## config.mk

```make
export PLATFORM = sky130hd
export DESIGN_NAME = mux_arbiter_2to1
export DESIGN_NICKNAME = d
export VERILOG_FILES = /design/src/rtl/mux_arbiter_pkg.sv /design/src/rtl/rr_pick2.sv /design/src/rtl/mux_arbiter_2to1.sv
export SDC_FILE = /design/constraint.sdc
export NUM_CORES = 1
export LEC_CHECK = 0
export ABC_CLOCK_PERIOD_IN_PS = 2000
export CAP_MARGIN = 20
export CORE_MARGIN = 10
export CORE_UTILIZATION = 36
export DETAILED_ROUTE_END_ITERATION = 7
export PLACE_DENSITY = 0.79
export SETUP_SLACK_MARGIN = 0.4
export SYNTH_ARGS = -nofsm -noshare
export SYNTH_HDL_FRONTEND = slang
export SYNTH_HIERARCHICAL = 1
export SYNTH_SLANG_ARGS = --single-unit
```

## constraint.sdc

```tcl
create_clock -name clk -period 2 [get_ports clk]
set_input_delay 0.4 -clock clk [delete_from_list [all_inputs] [get_ports clk]]
set_output_delay 0.4 -clock clk [all_outputs]
set_load 0.05 [all_outputs]
```

## src/rtl/mux_arbiter_pkg.sv

```systemverilog
// ============================================================================
// Module   : mux_arbiter_pkg
// Purpose  : Shared encodings for the arbitrated 2:1 operand mux front end.
// Revision : 1.0 - initial release
// ============================================================================
`default_nettype none

package mux_arbiter_pkg;

  localparam int DATA_W = 32;

  localparam logic [1:0] ST_EMPTY  = 2'd0;
  localparam logic [1:0] ST_FULL_A = 2'd1;
  localparam logic [1:0] ST_FULL_B = 2'd2;

  localparam logic SEL_A = 1'b0;
  localparam logic SEL_B = 1'b1;

  typedef logic [1:0] arb_state_t;

  function automatic logic is_full(input arb_state_t st);
    return st != ST_EMPTY;
  endfunction

endpackage

`default_nettype wire

```

## src/rtl/rr_pick2.sv

```systemverilog
// ============================================================================
// Module   : rr_pick2
// Purpose  : Two-way round-robin pick; on a tie the side opposite rr_last wins.
// Revision : 1.0 - initial release
// ============================================================================
`default_nettype none

module rr_pick2
  import mux_arbiter_pkg::*;
(
  input  logic req_a,
  input  logic req_b,
  input  logic rr_last,
  input  logic en,
  output logic winner,
  output logic any
);

  always_comb begin
    winner = SEL_A;
    if (req_a && req_b) begin
      winner = ~rr_last;
    end else if (req_b) begin
      winner = SEL_B;
    end
    any = en && (req_a || req_b);
  end

endmodule

`default_nettype wire

```

## src/rtl/mux_arbiter_2to1.sv

```systemverilog
// ============================================================================
// Module   : mux_arbiter_2to1
// Purpose  : Round-robin arbitrated 2:1 mux feeding a one-entry valid/ready
//            output buffer. Optional grant locking via MUX_ARBITER_LOCK_EN.
// Revision : 1.0 - initial release
// ============================================================================
`default_nettype none

module mux_arbiter_2to1
  import mux_arbiter_pkg::*;
#(
  parameter int WIDTH = DATA_W
) (
  input  logic             clk,
  input  logic             reset,
`ifdef MUX_ARBITER_LOCK_EN
  input  logic             lock_a,
  input  logic             lock_b,
`endif
  input  logic             req_a,
  input  logic [WIDTH-1:0] data_a,
  output logic             gnt_a,
  input  logic             req_b,
  input  logic [WIDTH-1:0] data_b,
  output logic             gnt_b,
  output logic [WIDTH-1:0] out_data,
  output logic             out_valid,
  input  logic             out_ready,
  output logic             out_sel
);

  arb_state_t       state_q, state_d;
  logic [WIDTH-1:0] data_q, data_d;
  logic             rr_last_q, rr_last_d;

  logic             load;
  logic             pick_en;
  logic             req_a_eff;
  logic             req_b_eff;
  logic             winner;
  logic             grant;
  logic [WIDTH-1:0] mux_data;

`ifdef MUX_ARBITER_LOCK_EN
  logic lock_q, lock_d;
  logic lock_side_q, lock_side_d;

  // While locked, the side that does not own the lock is invisible to the pick.
  assign req_a_eff = req_a && !(lock_q && (lock_side_q == SEL_B));
  assign req_b_eff = req_b && !(lock_q && (lock_side_q == SEL_A));

  always_comb begin
    lock_d      = lock_q;
    lock_side_d = lock_side_q;
    if (grant) begin
      lock_d      = (winner == SEL_B) ? lock_b : lock_a;
      lock_side_d = winner;
    end
  end

  always_ff @(posedge clk or posedge reset) begin
    if (reset) begin
      lock_q      <= 1'b0;
      lock_side_q <= SEL_A;
    end else begin
      lock_q      <= lock_d;
      lock_side_q <= lock_side_d;
    end
  end
`else
  assign req_a_eff = req_a;
  assign req_b_eff = req_b;
`endif

  // The buffer can accept a word when empty or when it drains this cycle.
  assign load    = !is_full(state_q) || out_ready;
  assign pick_en = load && !reset;

  rr_pick2 u_pick (
    .req_a   (req_a_eff),
    .req_b   (req_b_eff),
    .rr_last (rr_last_q),
    .en      (pick_en),
    .winner  (winner),
    .any     (grant)
  );

  assign mux_data = (winner == SEL_B) ? data_b : data_a;

  always_ff @(posedge clk or posedge reset) begin
    if (reset) begin
      state_q   <= ST_EMPTY;
      data_q    <= '0;
      rr_last_q <= SEL_B;
    end else begin
      state_q   <= state_d;
      data_q    <= data_d;
      rr_last_q <= rr_last_d;
    end
  end

  always_comb begin
    state_d   = state_q;
    data_d    = data_q;
    rr_last_d = rr_last_q;
    if (grant) begin
      data_d    = mux_data;
      state_d   = (winner == SEL_B) ? ST_FULL_B : ST_FULL_A;
      rr_last_d = winner;
    end else if (load && is_full(state_q)) begin
      state_d = ST_EMPTY;
    end
  end

  always_comb begin
    gnt_a     = grant && (winner == SEL_A);
    gnt_b     = grant && (winner == SEL_B);
    out_valid = is_full(state_q);
    out_sel   = (state_q == ST_FULL_B);
    out_data  = data_q;
  end

endmodule

`default_nettype wire

```

Word-level counts from Yosys, hierarchy flattened

Cells that the tools add are included.

Mux-type cells: 6
Reductions and logical operators: 12
Equality and inequality tests: 1
Bitwise gates (word level): 2

Operators by type and width:

| kind               | number |
|---|---|
| $mux 32            | 1 |
| $logic_and 1x1->1  | 6 |
| $mux 2             | 3 |
| $reduce_bool 2->1  | 2 |
| $eq 2x2->1 const B | 1 |
| $logic_not 1->1    | 2 |
| $logic_or 1x1->1   | 2 |
| $mux 1             | 2 |
| $not 1->1          | 2 |

Output and inout bits: 36
Register bits: 35

Longest topological paths before layout

Gate-level depths: netlist of the first run.

Depth in word-level cells: 6
Mapped depth: 6
Depth with buffers taken out: 5

Cells and area by module

Netlist of the first run, hierarchy kept.

By module, submodules not included:

| module           | area each (um2) | sequential area each (um2) | times used | cells an instance |
|---|---|---|---|---|
| mux_arbiter_2to1 | 1,651.6         | 877.1                      | 1          | 153 |
| rr_pick2         | 18.8            | 0.0                        | 1          | 2 |

Least setup slack after synthesis of the first run

No wires, ideal clock.

Path kind: flip-flop to output port
Start: register state_q[0]
End: output port gnt_b
Buffers on the path: 1
Setup slack: -0.051 ns
Stages on the path, launching flop included: 6
Data arrival time: 1.651 ns
Cells stage by stage: dfrtp_1 -> or2_2 -> a21oi_1 -> o21a_1 -> buf_2 -> and2_2

Word-level cells in the longest chain between the ends: 6

Ends and longest elaborated chain:

| what                   | RTL line                | text |
|---|---|---|
| start, declared        | mux_arbiter_2to1.sv:32  | `arb_state_t state_q, state_d;` |
| start signal, assigned | mux_arbiter_2to1.sv:96  | `state_q <= state_d;` |
| $reduce_bool 2->1      | -                       |  |
| via out_valid          | mux_arbiter_2to1.sv:27  | `output logic out_valid,` |
| $logic_not 1->1        | mux_arbiter_2to1.sv:76  | `assign load = !is_full(state_q) \|\| out_ready;` |
| $logic_or 1x1->1       | mux_arbiter_2to1.sv:76  |  |
| $logic_and 1x1->1      | mux_arbiter_2to1.sv:77  | `assign pick_en = load && !reset;` |
| via pick_en            | mux_arbiter_2to1.sv:37  | `logic pick_en;` |
| $logic_and 1x1->1      | rr_pick2.sv:26          | `any = en && (req_a \|\| req_b);` |
| via grant              | mux_arbiter_2to1.sv:41  | `logic grant;` |
| $logic_and 1x1->1      | mux_arbiter_2to1.sv:117 | `gnt_b = grant && (winner == SEL_B);` |
| end, declared          | mux_arbiter_2to1.sv:25  | `output logic gnt_b,` |

The timed path passes the listed nets, and every way through them passes these cells.

Worst setup path after layout of the first run

Start: register state_q[0]
End: output port gnt_a

Word-level cells in the longest chain between the ends: 6

Ends and longest elaborated chain:

| what              | RTL line                | text |
|---|---|---|
| $reduce_bool 2->1 | mux_arbiter_pkg.sv:22   | `return st != ST_EMPTY;` |
| $logic_not 1->1   | mux_arbiter_2to1.sv:76  |  |
| $logic_or 1x1->1  | mux_arbiter_2to1.sv:76  |  |
| $logic_and 1x1->1 | mux_arbiter_2to1.sv:77  |  |
| via pick_en       | mux_arbiter_2to1.sv:37  |  |
| $logic_and 1x1->1 | rr_pick2.sv:26          |  |
| via grant         | mux_arbiter_2to1.sv:41  |  |
| $logic_and 1x1->1 | mux_arbiter_2to1.sv:116 | `gnt_a = grant && (winner == SEL_A);` |
| end, declared     | mux_arbiter_2to1.sv:22  | `output logic gnt_a,` |

The timed path passes the listed nets, and every way through them passes these cells.

==> results.md, run 1 <==
* Worst ir drop on vdd at a little under 600 uV
* Register area share after synthesis at around 53%
* HPWL Detailed at 3.91 mm
* CTS Root Cell: clkbuf_8
* Most instantiated cells after synthesis: dfrtp_1 (34), a21oi_1 (33), nor2_1 (33)
* Ys flop type: dfrtp_1
* Final Hold Fails at 0
* Worst skew pair latency at a little under 0.3 ns
* Cell Area, Synth at 1670 um2
* Tcrit/Tclk final at 97.0%
* Area delta synth->final at 89.1%
* Crit end category: output pin
* Fmax at around 500 MHz
* Antenna cells at 0
* ANT nets after route at 0
* Ys async rst share at 100%
* First-pass GRT wire length at 8.32 mm
* Crit Path Category: reg -> out
* Via count at around 1600
* Required time of the critical path at between 1.5 and 2 ns
* EDFF count, synth at 0
* Max-slew headroom at about two thirds
* TritonCTS clock tree: done
* Initial antenna violation count at 0
* Total track usage at a little over an eighth
* Vias per cell at just under 5
* Die X-Extent at 88.1 um
* Crit-path max cell delay at ~0.38 ns
* Area of placed instances at approximately 2800 um2
* CP arrival at roughly 1.5 ns
* Largest net degree at the start of global routing at 36
* CTS Buffer Depth at 2
* Drt drc at 0
* Final weighted congestion in routability-driven placement at ~0.7
* Fin. max-slew vios at 0
* H-tree levels at 2
* Clk_skew at around 0.0035 ns
* CTS Buf Count at 5
* Critical path cell sequence: or2_4 -> a21oi_2 -> o21a_2 -> and2b_2 -> buf_12
* Vias in the first global route at around 1700
* Largest cells by area after synthesis: dfrtp_1 (51%), mux2i_1 (19%), a21oi_1 (9.9%), nor2_1 (7.4%), buf_12 (3.6%)
* Fin crit period at just under 2 ns
* Critical Path Source Type: register
* Most numerous cell in the Yosys netlist: dfrtp_1
* Cell variety after synth at 18
* Hold WC Path Type: in -> async
* Final Routed Wirelength at around 5.8 mm
* Synth Warn # at 6
* Die height at between 80 and 90 um
* Row count at 24
* RSZ-0062 raised after global routing: true
* Syn avg cell area at around 11 um2
* Iteration-0 DRC Markers at between 40 and 50
* Synth top area share at between 50% and 60%
* Starting Density at 37.8%
* Share of post-route cells with drive strength above 1 at 22.3%
* DIE AREA at around 7800 um2
* Final Hold Slack at a little under 0.4 ns
* Slowest-stage cell, CP: dfrtp_1
* CP max FO at 3
* #FFs+latches synth at 35
* # setup viols final at 0
* Slew @ Worst Pin at roughly 0.5 ns
* Worst-path clk slew at 0.07 ns
* Yosys top cell by area: dfrtp_1
* I/O pins at between 100 and 150
* Leakage at between 1 and 1.5 nW
* Floorplan core area at about 4400 um2
* TritonRoute pass-1 iters at 4
* Status: complete, no violations
* R2R Setup Slk at roughly 0.19 ns
* Grt ovf at 0
* CTS hold repair buffers at 0
* Final Cell Area at ~3200 um2
* Post-DR wirelength/cell at 17.5 um
* Final net count at around 350
* Mapped Nets at 224
* P per Cell Area at roughly 950 nW/um2
* Clock sink count at 35
* Max Cap Viol at 0
* Port Buffers at 104
* Post-Syn Instances at between 150 and 200
[placed cells by master, fill, tap and decap left out, types with 3 or more instances in the layout]
master / count
mux2i_1: 32
buf_12: 7
dlygate4sd2_1: 6
buf_4: 12
nor2_1: 32
buf_6: 4
clkdlybuf4s15_1: 16
a21oi_1: 30
a21oi_2: 3
clkbuf_2: 14
dfrtp_1: 34
clkdlybuf4s50_1: 65
clkbuf_8: 6
clkbuf_16: 4
[sequential cells by signal, indices dropped and copies added, names as in the netlist]
| signal | cells |
|---|---|
| out_data | 32 |
| state_q | 2 |
| rr_last_q | 1 |
[layout make-up]
cell class,instances,area (um2)
Clock buffer,6,82.6
Inverter,2,7.51
Timing Repair Buffer,131,1380
Multi-Input combinational cell,107,713
Clock inverter,2,35.0
Fill cell,318,1250
Tap cell,52,65.1
Sequential cell,35,877
[through the flow]
stage / utilization, % / std cells / total power [mW] / setup WS [ns] / setup TNS [ns]
3_3_place_gp: 63.0 / 308 / 2.28 / 0.0415 / 0
4_1_cts: 68.8 / 328 / 2.94 / 0.0754 / 0
2_1_floorplan: - / 155 / 1.78 / 0.223 / 0
6_report: 71.6 / 335 / 3.00 / 0.0594 / 0
5_1_grt: 71.6 / 335 / 3.15 / -0.0178 / -0.0178
3_5_place_dp: 63.0 / 308 / 2.30 / 0.00797 / 0
[metal layers]
metal / vias up / routed length [um] / GRT usage, %
li1: 784 / - / -
met1: 755 / 2340 / 14.8
met2: 65 / 2970 / 23.5
met3: 8 / 468 / 5.01
met4: 0 / 65 / 5.42
met5: - / 0 / 0
[cells by family (layout without fill, tap and decap cells)]
logic type             after synthesis  in the layout  share of synthesized area [%]
AO/OA/AOI/OAI                       37             37                           11.9
AND/OR/NAND/NOR                     37             37                           9.14
flip-flops                          35             35                           52.5
multiplexers                        33             33                           19.9
buffers and inverters               13            141                           6.59
[power breakdown]
group	total, mW	internal (mW)	switching (mW)	leakage (nW)
sequential	0.945	0.859	0.0855	0.388
combinational	1.39	0.531	0.859	0.987
clock	0.661	0.403	0.258	0.0612
[timing repair]
item,CTS,global route
setup buffers,10,3
cloned,2,4
pin swaps,0,2
setup endpoints to repair,39,67
resized for setup,51,50
[path summary, 6_finish.rpt]
path / start / end / cells past startpoint
setup / recovery: state_q[0] / gnt_a / 5
hold / removal: reset / out_data[28] / 3
setup reg to reg: state_q[0] / out_data[31] / 11
hold reg to reg: out_data[6] / out_data[6] / 2
max in group asynchronous: reset / rr_last_q / 3
min in group clk: out_data[6] / out_data[6] / 2
[critical path: cells and delay by family (launching register included)]
family	cells	cell delay (ns)
simple gates	2	0.44
flops	1	0.38
compound gates	2	0.30
buf+inv	1	0.14
(Power assumes the default switching activity.)
==> run 2: changes to the inputs <==
--- a/config.mk
+++ b/config.mk
@@ -5,14 +5,16 @@
 export SDC_FILE = /design/constraint.sdc
 export NUM_CORES = 1
 export LEC_CHECK = 0
-export ABC_CLOCK_PERIOD_IN_PS = 2000
+export ABC_CLOCK_PERIOD_IN_PS = 1980
 export CAP_MARGIN = 20
 export CORE_MARGIN = 10
 export CORE_UTILIZATION = 36
 export DETAILED_ROUTE_END_ITERATION = 7
 export PLACE_DENSITY = 0.79
 export SETUP_SLACK_MARGIN = 0.4
+export SLEW_MARGIN = 20
 export SYNTH_ARGS = -nofsm -noshare
 export SYNTH_HDL_FRONTEND = slang
 export SYNTH_HIERARCHICAL = 1
 export SYNTH_SLANG_ARGS = --single-unit
+export TNS_END_PERCENT = 10
==> constraint.sdc (replaced) <==
create_clock -name clk -period 1.98 [get_ports clk]
set_input_delay 0.396 -clock clk [delete_from_list [all_inputs] [get_ports clk]]
set_output_delay 0.396 -clock clk [all_outputs]
set_load 0.05 [all_outputs]
==> run 2 against run 1 <==
Effect of this change:
- sequential share of layout area increased by 2.2 points
- first-iteration DRC count decreased by 63%
- non-clock buffer count decreased by 13
- wire length decreased by 13%
- worst setup slack improved by 0.020 ns
- total power decreased by 6.7%
- clock power decreased by 27%
- critical path type unchanged
- largest power group unchanged
==> results.md, run 2 (synthesis gave the netlist of run 1 again) <==
* Crit Path Category: reg -> out
* Register Area at approximately 880 um2
* Worst skew pair latency at around 0.28 ns
* Clk_skew at 0.00637 ns
* Most frequent cells in the layout: clkdlybuf4s50_1 (93), dfrtp_1 (34), nor2_1 (33), mux2i_1 (32), a21oi_1 (32)
* Critical Path Source Type: register
* Final weighted congestion in routability-driven placement at about 0.7
* H-tree levels at 2
* Vias in the first global route at ~1600
* Slew @ Worst Pin at 0.530 ns
* Die X-Extent at 88.1 um
* CTS hold repair buffers at 0
* Status: complete, no violations
* Port Buffers at around 100
* TritonRoute pass-1 iters at 4
* I/O pins at between 100 and 150
* Grt ovf at 0
* Worst-path clk slew at about 0.070 ns
* Clock sink count at 35
* R2R Setup Slk at ~0.31 ns
* HP Start: out_data[27]
* CP max FO at 3
* Die height at between 80 and 90 um
* Worst ir drop on vdd at between 500 and 600 uV
* Fin. max-slew vios at 0
* HPWL Detailed at between 4 and 5 mm
* Iteration-0 DRC Markers at 15
* FF-to-FF path depth at 8
* Leading cell type in the layout, fill and taps excluded: clkdlybuf4s50_1
* Slowest-stage cell, CP: dfrtp_1
* Post-DR wirelength/cell at between 15 and 20 um
* Final net count at 338
* First-pass GRT wire length at roughly 8 mm
* Crit end category: output pin
* Tcrit/Tclk final at 96.0%
* Antenna cells at 0
* Via count at 1492
* TritonCTS clock tree: done
* Max Cap Viol at 0
* CP arrival at roughly 1.5 ns
* Fillers at 359
* Footprint of the multi-input gates at roughly 700 um2
* Row count at 24
* RSZ-0062 raised after global routing: true
* Leakage at ~1.3 nW
* P per Cell Area at roughly 960 nW/um2
* Max-slew headroom at around 65%
* Vias per cell at 4.63
* Initial antenna violation count at 0
* R2R Path Start: state_q[1]
* Setup TNS at 0 ns
* Reg-to-reg endpoint: state_q[0]
* CTS Root Cell: clkbuf_8
* Hold Path End: out_data[27]
* Max reg flops at 32
* Final Hold Fails at 0
* Area delta synth->final at 75.1%
* Hold depth at 2
* # setup viols final at 0
* Crit-path leading delay family: simple AND/OR/NAND/NOR gates
* Largest net degree at the start of global routing at 36
* Final Hold Slack at ~0.52 ns
* Hold WC Path Type: reg -> reg
* CTS Buf Count at 5
* Total track usage at between 10% and 20%
* Starting Density at between 30% and 40%
* ANT nets after route at 0
* Fmax at around 530 MHz
* Share of post-route cells with drive strength above 1 at a little under an eighth
* Buf/Inv on CP at 1
* DIE AREA at ~7800 um2
* Critical path cell sequence: or2_4 -> a21oi_2 -> o21a_2 -> and2b_2 -> buf_12
* Floorplan core area at 4410 um2
* Required time of the critical path at 1.58 ns
* Final worst slack at ~0.080 ns
* CTS Buffer Depth at 2
* Drt drc at 0
* Dpl ws at ~0.048 ns
* Crit-path max cell delay at approximately 0.38 ns
* Fin crit period at 1.90 ns
* Final Routed Wirelength at about 5 mm
-- run 2: worst max path at each step --
stage,cells past startpoint,slack (ns),startpoint,end
after global placement,6,0.06,out_ready,gnt_a
after detailed placement,6,0.05,out_ready,gnt_a
after global routing,5,0.008,state_q[1],gnt_a
final,5,0.08,state_q[1],gnt_a
after CTS,5,0.07,state_q[0],gnt_a
after floorplan,5,0.21,state_q[1],gnt_b
-- run 2: what timing repair did --
action / CTS / global route
gates resized for setup: 4 / 4
buffers inserted: 4 / 2
pin swaps: 1 / 1
setup endpoints to repair: 47 / 69
-- run 2: routing by layer --
layer | track usage (%) | up-vias | routed length (um)
met3 | 6.59 | 2 | 525
met5 | 0 | - | 0
met4 | 2.57 | 0 | 15
met2 | 22.4 | 56 | 2590
li1 | - | 758 | -
met1 | 14.3 | 676 | 1930
-- run 2: layout make-up --
class	count	share of cell area, %
clock inverters	1	0.171
multi-input cells	107	23.9
flip-flops and latches	35	30.0
inverters	2	0.257
repair buffers	118	40.8
clock buffers	7	2.61
well taps	52	2.23
-- run 2: through the flow --
stage	std cells	total power, mW	cell area [um2]	util (%)
3_3_place_gp	308	2.31	2790	63.2
3_5_place_dp	308	2.33	2790	63.2
6_report	322	2.79	2920	66.2
2_1_floorplan	155	1.80	1680	-
5_1_grt	322	2.96	2920	66.2
4_1_cts	320	2.83	2900	65.7
-- run 2: worst min-delay path: cells and delay by family, from the launching register on --
kind	cells	cell delay, ns
AOI/OAI and AO/OA	1	0.10
and+or+nand+nor	1	0.04
DFF	1	0.34
-- run 2: power breakdown --
part | total, mW | internal, mW | switching (mW)
Combinational | 1.36 | 0.536 | 0.826
Sequential | 0.948 | 0.868 | 0.0799
Clock | 0.483 | 0.247 | 0.236
==> run 3: changes to the inputs <==
--- a/config.mk
+++ b/config.mk
@@ -10,6 +10,7 @@
 export CORE_MARGIN = 10
 export CORE_UTILIZATION = 36
 export DETAILED_ROUTE_END_ITERATION = 7
+export MAX_ROUTING_LAYER = met4
 export PLACE_DENSITY = 0.79
 export SETUP_SLACK_MARGIN = 0.4
 export SLEW_MARGIN = 20
==> run 3 against run 2 <==
Effect of this change:
- register-to-register slack is essentially flat
- cell count is the same
- clock skew shrank 0.0013 ns
- cell area is the same
- die area is the same
- critical path type unchanged
- largest cell class unchanged
==> results.md, run 3 (synthesis gave the netlist of run 1 again) <==
* Status: complete, no violations
* Share of post-route cells with drive strength above 1 at a little under an eighth
* R2R Setup Slk at 0.32 ns
* Via count at between 1000 and 1500
* Vias per cell at 4.65
* Sw frac at around two fifths
* CP max FO at 3
* Clock sink count at 35
* Port Buffers at 104
* Post-DR wirelength/cell at about 16 um
* Largest net degree at the start of global routing at 36
* Total track usage at 13.5%
* Clk network pwr share at 17.3%
* Tcrit/Tclk final at between 90% and 100%
* Seq pwr share at about 34%
* Final Cell Area at roughly 2900 um2
* Final Routed Wirelength at 5.06 mm
* CTS Buffer Depth at 2
* Fin crit period at about 1.9 ns
* Max reg flops at 32
* CTS hold repair buffers at 0
* CP Capture Point: gnt_a
* Reg-to-reg endpoint: state_q[0]
* # setup viols final at 0
* Worst-path clk slew at 0.07 ns
* DIE AREA at just under 8000 um2
* CP arrival at approximately 1.5 ns
* First-pass GRT wire length at about 8.1 mm
* CTS Root Cell: clkbuf_8
* Fin. max-slew vios at 0
* Antenna cells at 0
* Required time of the critical path at ~1.6 ns
* Starting Density at around 38%
* H-tree levels at 2
* P per Cell Area at between 900 and 1000 nW/um2
* Floorplan core area at roughly 4400 um2
* Most frequent cells in the layout: clkdlybuf4s50_1 (93), dfrtp_1 (34), nor2_1 (33), mux2i_1 (32), a21oi_1 (32)
* Crit Path Category: reg -> out
* Pint at 1.65 mW
* Crit path launch: state_q[1]
* Area of placed instances at between 2000 and 3000 um2
* Drt drc at 0
* FF-to-FF path depth at 8
* Row count at 24
* Area delta synth->final at 75.1%
* ANT nets after route at 0
* Die height at slightly below 90 um
* Die X-Extent at 88.1 um
* Placed Cells incl. Taps at 308
* Setup TNS at 0 ns
* Final net count at about 340
* Leakage at between 1 and 1.5 nW
* HPWL Detailed at about 4.1 mm
* TritonRoute pass-1 iters at 3
* Worst skew pair latency at approximately 0.28 ns
* Max Cap Viol at 0
* Initial antenna violation count at 0
* TritonCTS clock tree: done
* Critical Path Source Type: register
* Layout Cells excl Fill at 322
* Final weighted congestion in routability-driven placement at approximately 0.71
* Iteration-0 DRC Markers at 18
* Worst ir drop on vdd at around 560 uV
* Logic gate share of total power at about half
* R2R Path Start: state_q[1]
* Slew @ Worst Pin at approximately 0.53 ns
* Final Hold Fails at 0
* Vias in the first global route at about 1600
* Clk_skew at around 0.005 ns
* Grt ovf at 0
* Leading cell type in the layout, fill and taps excluded: clkdlybuf4s50_1
* Crit end category: output pin
* Max-slew headroom at 64.6%
* Switch Pwr at approximately 1.1 mW
* Hold WC Path Type: reg -> reg
* Fmax at approximately 530 MHz
* I/O pins at 105
* CTS Buf Count at 5
* RSZ-0062 raised after global routing: true
## run 3: critical path, stage by stage, from the launching register on
cell	delay, ns
dfrtp_1	0.38
or2_4	0.26
a21oi_2	0.11
o21a_2	0.16
and2b_2	0.18
buf_12	0.14
## run 3: power groups by stage
stage / registers, mW / logic (mW) / clock network [mW]
6_report: 0.948 / 1.36 / 0.484
4_1_cts: 0.950 / 1.38 / 0.500
2_1_floorplan: 1.45 / 0.349 / 0
3_3_place_gp: 0.954 / 1.35 / 0
5_1_grt: 0.971 / 1.45 / 0.541
3_5_place_dp: 0.960 / 1.37 / 0
## run 3: final cells by class
type | count | area [um2]
fill | 359 | 1490
timing repair buffer | 118 | 1190
sequential | 35 | 877
multi-input combinational | 107 | 699
clock buffer | 7 | 76.3
tap | 52 | 65.1
inverter | 2 | 7.51
clock inverter | 1 | 5.00
## run 3: worst min-delay path by stage
stage	startpoint	depth (start not counted)	end
floorplan	state_q[1]	1	state_q[1]
global placement	state_q[1]	1	state_q[1]
detailed placement	state_q[1]	1	state_q[1]
CTS	out_data[26]	2	out_data[26]
global route	out_data[1]	2	out_data[1]
finish	out_data[27]	2	out_data[27]
## run 3: timing repair
action	CTS	global route
gates resized for setup	4	4
setup buffers	4	2
endpoints found under the setup margin	47	69
pin swaps	1	1
## run 3: metal layers
layer | global-route usage, % | up-vias | share of wire [%]
li1 | - | 757 | -
met1 | 15.0 | 683 | 40
met2 | 22.4 | 56 | 52
met3 | 5.48 | 0 | 8.8
met4 | 2.57 | 0 | 0
met5 | - | - | 0
## run 3: stage by stage
step                setup slack, ns  utilization [%]  power [mW]  hold slack, ns
floorplan                     0.207                -        1.80           0.466
global placement             0.0585             63.2        2.31           0.477
detailed placement           0.0477             63.2        2.33           0.487
CTS                          0.0667             65.7        2.83           0.532
global route                0.00503             66.2        2.96           0.546
finish                       0.0801             66.2        2.79           0.524
